## config.mk

```make
export PLATFORM = sky130hd
export DESIGN_NAME = router_pkt_rx
export DESIGN_NICKNAME = d
export VERILOG_FILES = /design/src/rtl/router_pkt_rx.sv
export SDC_FILE = /design/constraint.sdc
export NUM_CORES = 1
export LEC_CHECK = 0
export ABC_CLOCK_PERIOD_IN_PS = 3800
export CAP_MARGIN = 15
export CORE_ASPECT_RATIO = 1.2
export CORE_UTILIZATION = 56
export CTS_CLUSTER_SIZE = 10
export DETAILED_ROUTE_END_ITERATION = 8
export PLACE_DENSITY_LB_ADDON = 0.05
export REMOVE_ABC_BUFFERS = 1
export SYNTH_ARGS = -nofsm -noshare
export SYNTH_HDL_FRONTEND = slang
export SYNTH_SLANG_ARGS = --single-unit
```

## constraint.sdc

```tcl
create_clock -name clk -period 3.8 [get_ports clk]
set_input_delay 0.38 -clock clk [delete_from_list [all_inputs] [get_ports clk]]
set_output_delay 0.38 -clock clk [all_outputs]
set_load 0.005 [all_outputs]
```

## src/rtl/router_pkt_rx.sv

```systemverilog
// router_pkt_rx: byte-serial packet receiver for the router source port.
// Parses the header (dest in the low ADDR_W bits, len above), steers every
// byte of a packet into the selected destination FIFO, checks the trailing
// parity byte, flags truncated and misaddressed packets, and keeps saturating
// good-packet and error counters.
//
// Ports:
//   clk, rst          clock, synchronous active-high reset
//   pkt_valid         source has a packet byte on data_in
//   data_in           packet byte
//   fifo_full         per-channel destination FIFO full
//   busy              combinational back-pressure; source holds data_in
//   err               registered one-cycle error pulse
//   wr_en             one-hot FIFO write strobe (combinational)
//   wr_data           byte to write, equals data_in
//   good_cnt          saturating count of packets with correct parity
//   err_cnt           saturating count of error events
module router_pkt_rx #(
    parameter int unsigned DATA_W = 8,
    parameter int unsigned NUM_CH = 3,
    parameter int unsigned CNT_W  = 16
) (
    input  logic              clk,
    input  logic              rst,
    input  logic              pkt_valid,
    input  logic [DATA_W-1:0] data_in,
    input  logic [NUM_CH-1:0] fifo_full,
    output logic              busy,
    output logic              err,
    output logic [NUM_CH-1:0] wr_en,
    output logic [DATA_W-1:0] wr_data,
    output logic [CNT_W-1:0]  good_cnt,
    output logic [CNT_W-1:0]  err_cnt
);

    localparam int unsigned ADDR_W = (NUM_CH <= 2) ? 1 : $clog2(NUM_CH);
    localparam int unsigned LEN_W  = DATA_W - ADDR_W;

    typedef enum logic [2:0] {
        ST_IDLE,
        ST_PAYLOAD,
        ST_PARITY,
        ST_CHECK,
        ST_DROP
    } state_e;

    state_e             state_q, state_d;
    logic [ADDR_W-1:0]  dest_q, dest_d;
    logic [LEN_W-1:0]   rem_q, rem_d;
    logic [DATA_W-1:0]  par_q, par_d;
    logic               err_q, err_d;
    logic [CNT_W-1:0]   good_q, good_d;
    logic [CNT_W-1:0]   errc_q, errc_d;

    logic [ADDR_W-1:0]  hdr_dest;
    logic [LEN_W-1:0]   hdr_len;
    logic               hdr_ok;
    logic [ADDR_W-1:0]  sel_dest;
    logic [NUM_CH-1:0]  sel_oh;
    logic               full_sel;
    logic               accept;
    logic               in_body;
    logic               write_c;

    function automatic logic [CNT_W-1:0] sat_inc(input logic [CNT_W-1:0] v);
        return (&v) ? v : v + CNT_W'(1);
    endfunction

    assign hdr_dest = data_in[ADDR_W-1:0];
    assign hdr_len  = data_in[DATA_W-1:ADDR_W];
    assign hdr_ok   = (32'(hdr_dest) < NUM_CH);
    assign in_body  = (state_q == ST_PAYLOAD) || (state_q == ST_PARITY);

    // Channel being addressed this cycle: the live header in IDLE, else the latched dest.
    // An out-of-range header dest yields an all-zero select, so it can neither stall nor write.
    always_comb begin
        sel_dest = (state_q == ST_IDLE) ? hdr_dest : dest_q;
        sel_oh   = '0;
        for (int unsigned i = 0; i < NUM_CH; i++) begin
            sel_oh[i] = (32'(sel_dest) == i);
        end
        full_sel = |(fifo_full & sel_oh);
    end

    // Back-pressure, acceptance and write strobe.
    always_comb begin
        busy = 1'b0;
        case (state_q)
            ST_IDLE:               busy = pkt_valid & full_sel;
            ST_PAYLOAD, ST_PARITY: busy = full_sel;
            ST_CHECK:              busy = 1'b1;
            default:               busy = 1'b0;
        endcase
        if (rst) begin
            busy = 1'b1;
        end
        accept  = pkt_valid & ~busy;
        write_c = accept & (in_body | ((state_q == ST_IDLE) & hdr_ok));
        wr_en   = write_c ? sel_oh : '0;
    end

    assign wr_data = data_in;

    // Next-state logic.
    always_comb begin
        state_d = state_q;
        dest_d  = dest_q;
        rem_d   = rem_q;
        par_d   = par_q;
        err_d   = 1'b0;
        good_d  = good_q;
        errc_d  = errc_q;
        case (state_q)
            ST_IDLE: begin
                if (accept) begin
                    if (hdr_ok) begin
                        dest_d  = hdr_dest;
                        rem_d   = hdr_len;
                        par_d   = data_in;
                        state_d = (hdr_len != '0) ? ST_PAYLOAD : ST_PARITY;
                    end else begin
                        err_d   = 1'b1;
                        errc_d  = sat_inc(errc_q);
                        state_d = ST_DROP;
                    end
                end
            end
            ST_PAYLOAD: begin
                if (accept) begin
                    par_d = par_q ^ data_in;
                    rem_d = rem_q - LEN_W'(1);
                    if (rem_q == LEN_W'(1)) begin
                        state_d = ST_PARITY;
                    end
                end else if (!pkt_valid && !busy) begin
                    err_d   = 1'b1;
                    errc_d  = sat_inc(errc_q);
                    state_d = ST_CHECK;
                end
            end
            ST_PARITY: begin
                if (accept) begin
                    if (data_in != par_q) begin
                        err_d  = 1'b1;
                        errc_d = sat_inc(errc_q);
                    end else begin
                        good_d = sat_inc(good_q);
                    end
                    state_d = ST_CHECK;
                end else if (!pkt_valid && !busy) begin
                    err_d   = 1'b1;
                    errc_d  = sat_inc(errc_q);
                    state_d = ST_CHECK;
                end
            end
            ST_CHECK: begin
                state_d = ST_IDLE;
            end
            ST_DROP: begin
                if (!pkt_valid) begin
                    state_d = ST_IDLE;
                end
            end
            default: begin
                state_d = ST_IDLE;
            end
        endcase
    end

    // State register.
    always_ff @(posedge clk) begin
        if (rst) begin
            state_q <= ST_IDLE;
            dest_q  <= '0;
            rem_q   <= '0;
            par_q   <= '0;
            err_q   <= 1'b0;
            good_q  <= '0;
            errc_q  <= '0;
        end else begin
            state_q <= state_d;
            dest_q  <= dest_d;
            rem_q   <= rem_d;
            par_q   <= par_d;
            err_q   <= err_d;
            good_q  <= good_d;
            errc_q  <= errc_d;
        end
    end

    assign err      = err_q;
    assign good_cnt = good_q;
    assign err_cnt  = errc_q;

endmodule

```

==> impl_metrics.ini <==
[drt]
first_iter_violations = 149
post_route_ant_nets = 0
drt-pass1-iter-count = 5
drc = 0
avgRoutedWirePerCell_um = 14.06
wirelength_um = 7227
route.detailed.vias_per_inst = 5.856
route.vias.total = 3010

[global_route]
globalRouteTotalUtil = 0.2523
grt_first_pass_wirelength_um = 12280
congestion_overflow_gr = 0
grt_max_degree = 48
grt_antenna_before_repair = 0
grt_pass1_vias = 2759

[cts]
ctsHtreeMaxLevel = 2
clk_pin_slew_worst_paths_ps = 90
clock_tree.buffer_depth = 2
post_cts_buffers = 0
clkLatencyLatePin_ps = 300
tritoncts = yes
ctsHoldBuffers = 0
cts_repair_resize_count = 0
root_buffer = sky130_fd_sc_hd__clkbuf_8
clock-sinks = 52
cts_made_buffers = 5

[synthesis]
portion_of_the_post_synthesis_area_used_by_sequential_elements = 0.3362
ys_seq_elements = 52
synth_async_sr_flop_share = 0
synth_area_per_cell_um2 = 7.516
synth_top_flop_cell = sky130_fd_sc_hd__dfxtp_1
synth_area_leaders = sky130_fd_sc_hd__dfxtp_1 34%, sky130_fd_sc_hd__nor2_1 6.3%, sky130_fd_sc_hd__xnor2_1 6.2%
count_of_cell_types_in_the_netlist = 52
netlist.area_leader.share = 0.3362
postSynthCellCount = 412
synth.yosys.warnings = 0
synthesis.area_um2 = 3097
synth_top_cell_by_area = sky130_fd_sc_hd__dfxtp_1
number_of_flops_mapped_to_enable_cells_by_yosys = 0

[floorplan]
die_height_um = 83.46
std_cell_rows = 29
design.portCount = 59
start_util = 0.5846
die_width_um = 69.89
die_area_um2 = 5833
design.core.area_um2 = 5298

[cells_and_area]
finish.instance_area_um2 = 3709
most_common_cell_after_layout_fill_and_taps_aside = sky130_fd_sc_hd__clkdlybuf4s50_1
multi_input_area_um2 = 1842
n_antenna_cell = 0
final.fill_count = 477
layout.core_utilization = 0.7000
synthesis_to_layout_area_growth_pct = 19.76
drive_above_1_share = 0.05531
mostFrequentLayoutCells = 58 x sky130_fd_sc_hd__clkdlybuf4s50_1, 52 x sky130_fd_sc_hd__nor2_1, 52 x sky130_fd_sc_hd__dfxtp_1
layout.nets = 469
register_area_um2 = 1041

[setup_path]
critical_path_required_ps = 3420
cp_common_cell = sky130_fd_sc_hd__clkdlybuf4s50_1
criticalPathCategory = input port to output port
max_stage_delay_ps = 590
arrival_time_at_the_worst_endpoint_ps = 2690
reg2reg_to = err_cnt[10]
crit_slowest_cell = sky130_fd_sc_hd__clkdlybuf4s50_1
cp-endpoint = wr_en[1]
path_delay_family = buffers and inverters
timing.critical_path.to_type = output port
regToRegStartpoint = state_q[0]
worst-r2r-cell-count = 7
worst_setup_sp_type = input port
critical_path_buf_inv_count = 2
flop2flop_setup_slack_ps = 990
number_of_cells_on_the_critical_path = 8
crit_chain = clkdlybuf4s50_1 -> and3b_1 -> mux2i_1 -> a31oi_1 -> nand2b_1 -> o21bai_1 -> nor2_1 -> clkdlybuf4s50_1
path_max_fanout = 11
worstSetupStartpoint = data_in[0]

[place]
detailed_place_hpwl_um = 5018
i_o_buffers = 58
routabilityCongestion = 0.8373
placed_cell_area_um2 = 3616

[sta]
final_report_max_slew_violation_count = 0
final.setup.tns_ps = 0
worst_pin_slew_ps = 999.9
setup-violations-final = 0
timing.max_slew.rel_slack = 0.3289
timing_hold_violations_final = 0
finalCriticalPeriod_ps = 3071
fmax_mhz = 325.6
rsz0062_at_grt = no
worst_setup_skew_after_layout_ps = 4.689
final.period_utilization = 0.8082

[run]
number_of_max_cap_violations = 0

[power]
power_leakage_nw = 1.253
ir_worst_vdd_v = 0.0002226
total_power_per_unit_cell_area_nw_per_um2 = 370.0
design_power_total_mw = 1.372

[min_path]
timing.hold.worst.class = flip-flop to flip-flop

[run_status]
outcome = complete, no violations
## metrics by stage
step | std cells | hold slack (ps) | worst slack [ps]
2_1_floorplan | 380 | 444.2 | 942.7
3_3_place_gp | 506 | 466.0 | 691.4
3_5_place_dp | 506 | 476.0 | 649.6
4_1_cts | 514 | 491.9 | 710.0
5_1_grt | 514 | 512.9 | 562.4
6_report | 514 | 486.1 | 728.7
## per-layer routing
metal	up-vias	GRT usage	routed length (um)
li1	1521	-	-
met1	1416	0.3105	3234
met2	62	0.4371	3573
met3	11	0.05193	296
met4	0	0.08000	123
met5	-	0	0
## synth_stat cells, types with 5 or more instances
library cell / number
sky130_fd_sc_hd__a21oi_1: 36
sky130_fd_sc_hd__and3_1: 5
sky130_fd_sc_hd__buf_2: 5
sky130_fd_sc_hd__buf_4: 11
sky130_fd_sc_hd__clkbuf_1: 13
sky130_fd_sc_hd__dfxtp_1: 52
sky130_fd_sc_hd__inv_1: 8
sky130_fd_sc_hd__nand2_1: 50
sky130_fd_sc_hd__nand2b_1: 6
sky130_fd_sc_hd__nand3_1: 21
sky130_fd_sc_hd__nand3b_1: 5
sky130_fd_sc_hd__nor2_1: 52
sky130_fd_sc_hd__nor3_1: 19
sky130_fd_sc_hd__o21ai_0: 25
sky130_fd_sc_hd__or3_1: 5
sky130_fd_sc_hd__or4_1: 5
sky130_fd_sc_hd__xnor2_1: 22
## worst min path at each step
stage               endpoint  startpoint  cells after the start
floorplan           rem_q[5]    rem_q[5]                      2
global placement    rem_q[5]    rem_q[5]                      2
detailed placement  rem_q[5]    rem_q[5]                      2
CTS                 rem_q[5]    rem_q[5]                      2
global route        rem_q[5]    rem_q[5]                      2
finish              rem_q[5]    rem_q[5]                      2
## power by group
| part | switching [mW] | internal (mW) | total, mW | leakage (nW) |
|---|---|---|---|---|
| Clock | 0.184 | 0.146 | 0.330 | 0.0510 |
| Combinational | 0.246 | 0.176 | 0.422 | 0.782 |
| Sequential | 0.0426 | 0.577 | 0.620 | 0.420 |
## sequential cells by signal, indices dropped and copies added, names as in the netlist
register	count
dest_q	2
err	1
err_cnt	16
good_cnt	16
par_q	8
rem_q	6
state_q	3
## cell families (layout without fill, tap and decap cells)
logic type                 Yosys count  after routing  synth area share
buffers and inverters               40             80           0.06909
DFF                                 52             52            0.3362
muxes                                6              6           0.02061
xor gates and xnor gates            23             23           0.06505
and+or+nand+nor                    193            193            0.3059
AOI/OAI and AO/OA                   94             94            0.1871
adders and majority gates            4              4           0.01616
## worst reg2reg max path, stage by stage (launching register included)
cell	delay, ps
sky130_fd_sc_hd__dfxtp_1	430
sky130_fd_sc_hd__nor3_4	370
sky130_fd_sc_hd__mux2i_1	410
sky130_fd_sc_hd__a21oi_1	140
sky130_fd_sc_hd__xnor2_1	180
sky130_fd_sc_hd__nand3_2	370
sky130_fd_sc_hd__nor4_1	430
sky130_fd_sc_hd__mux2_2	370
## final cells by class
cell class	count	area share
Multi-Input combinational cell	320	0.4966
Sequential cell	52	0.2807
Timing Repair Buffer	64	0.1687
Clock buffer	6	0.02227
Tap cell	62	0.02092
Inverter	8	0.008097
Clock inverter	2	0.002699
No activity file was read; power rests on OpenSTA's default activity.
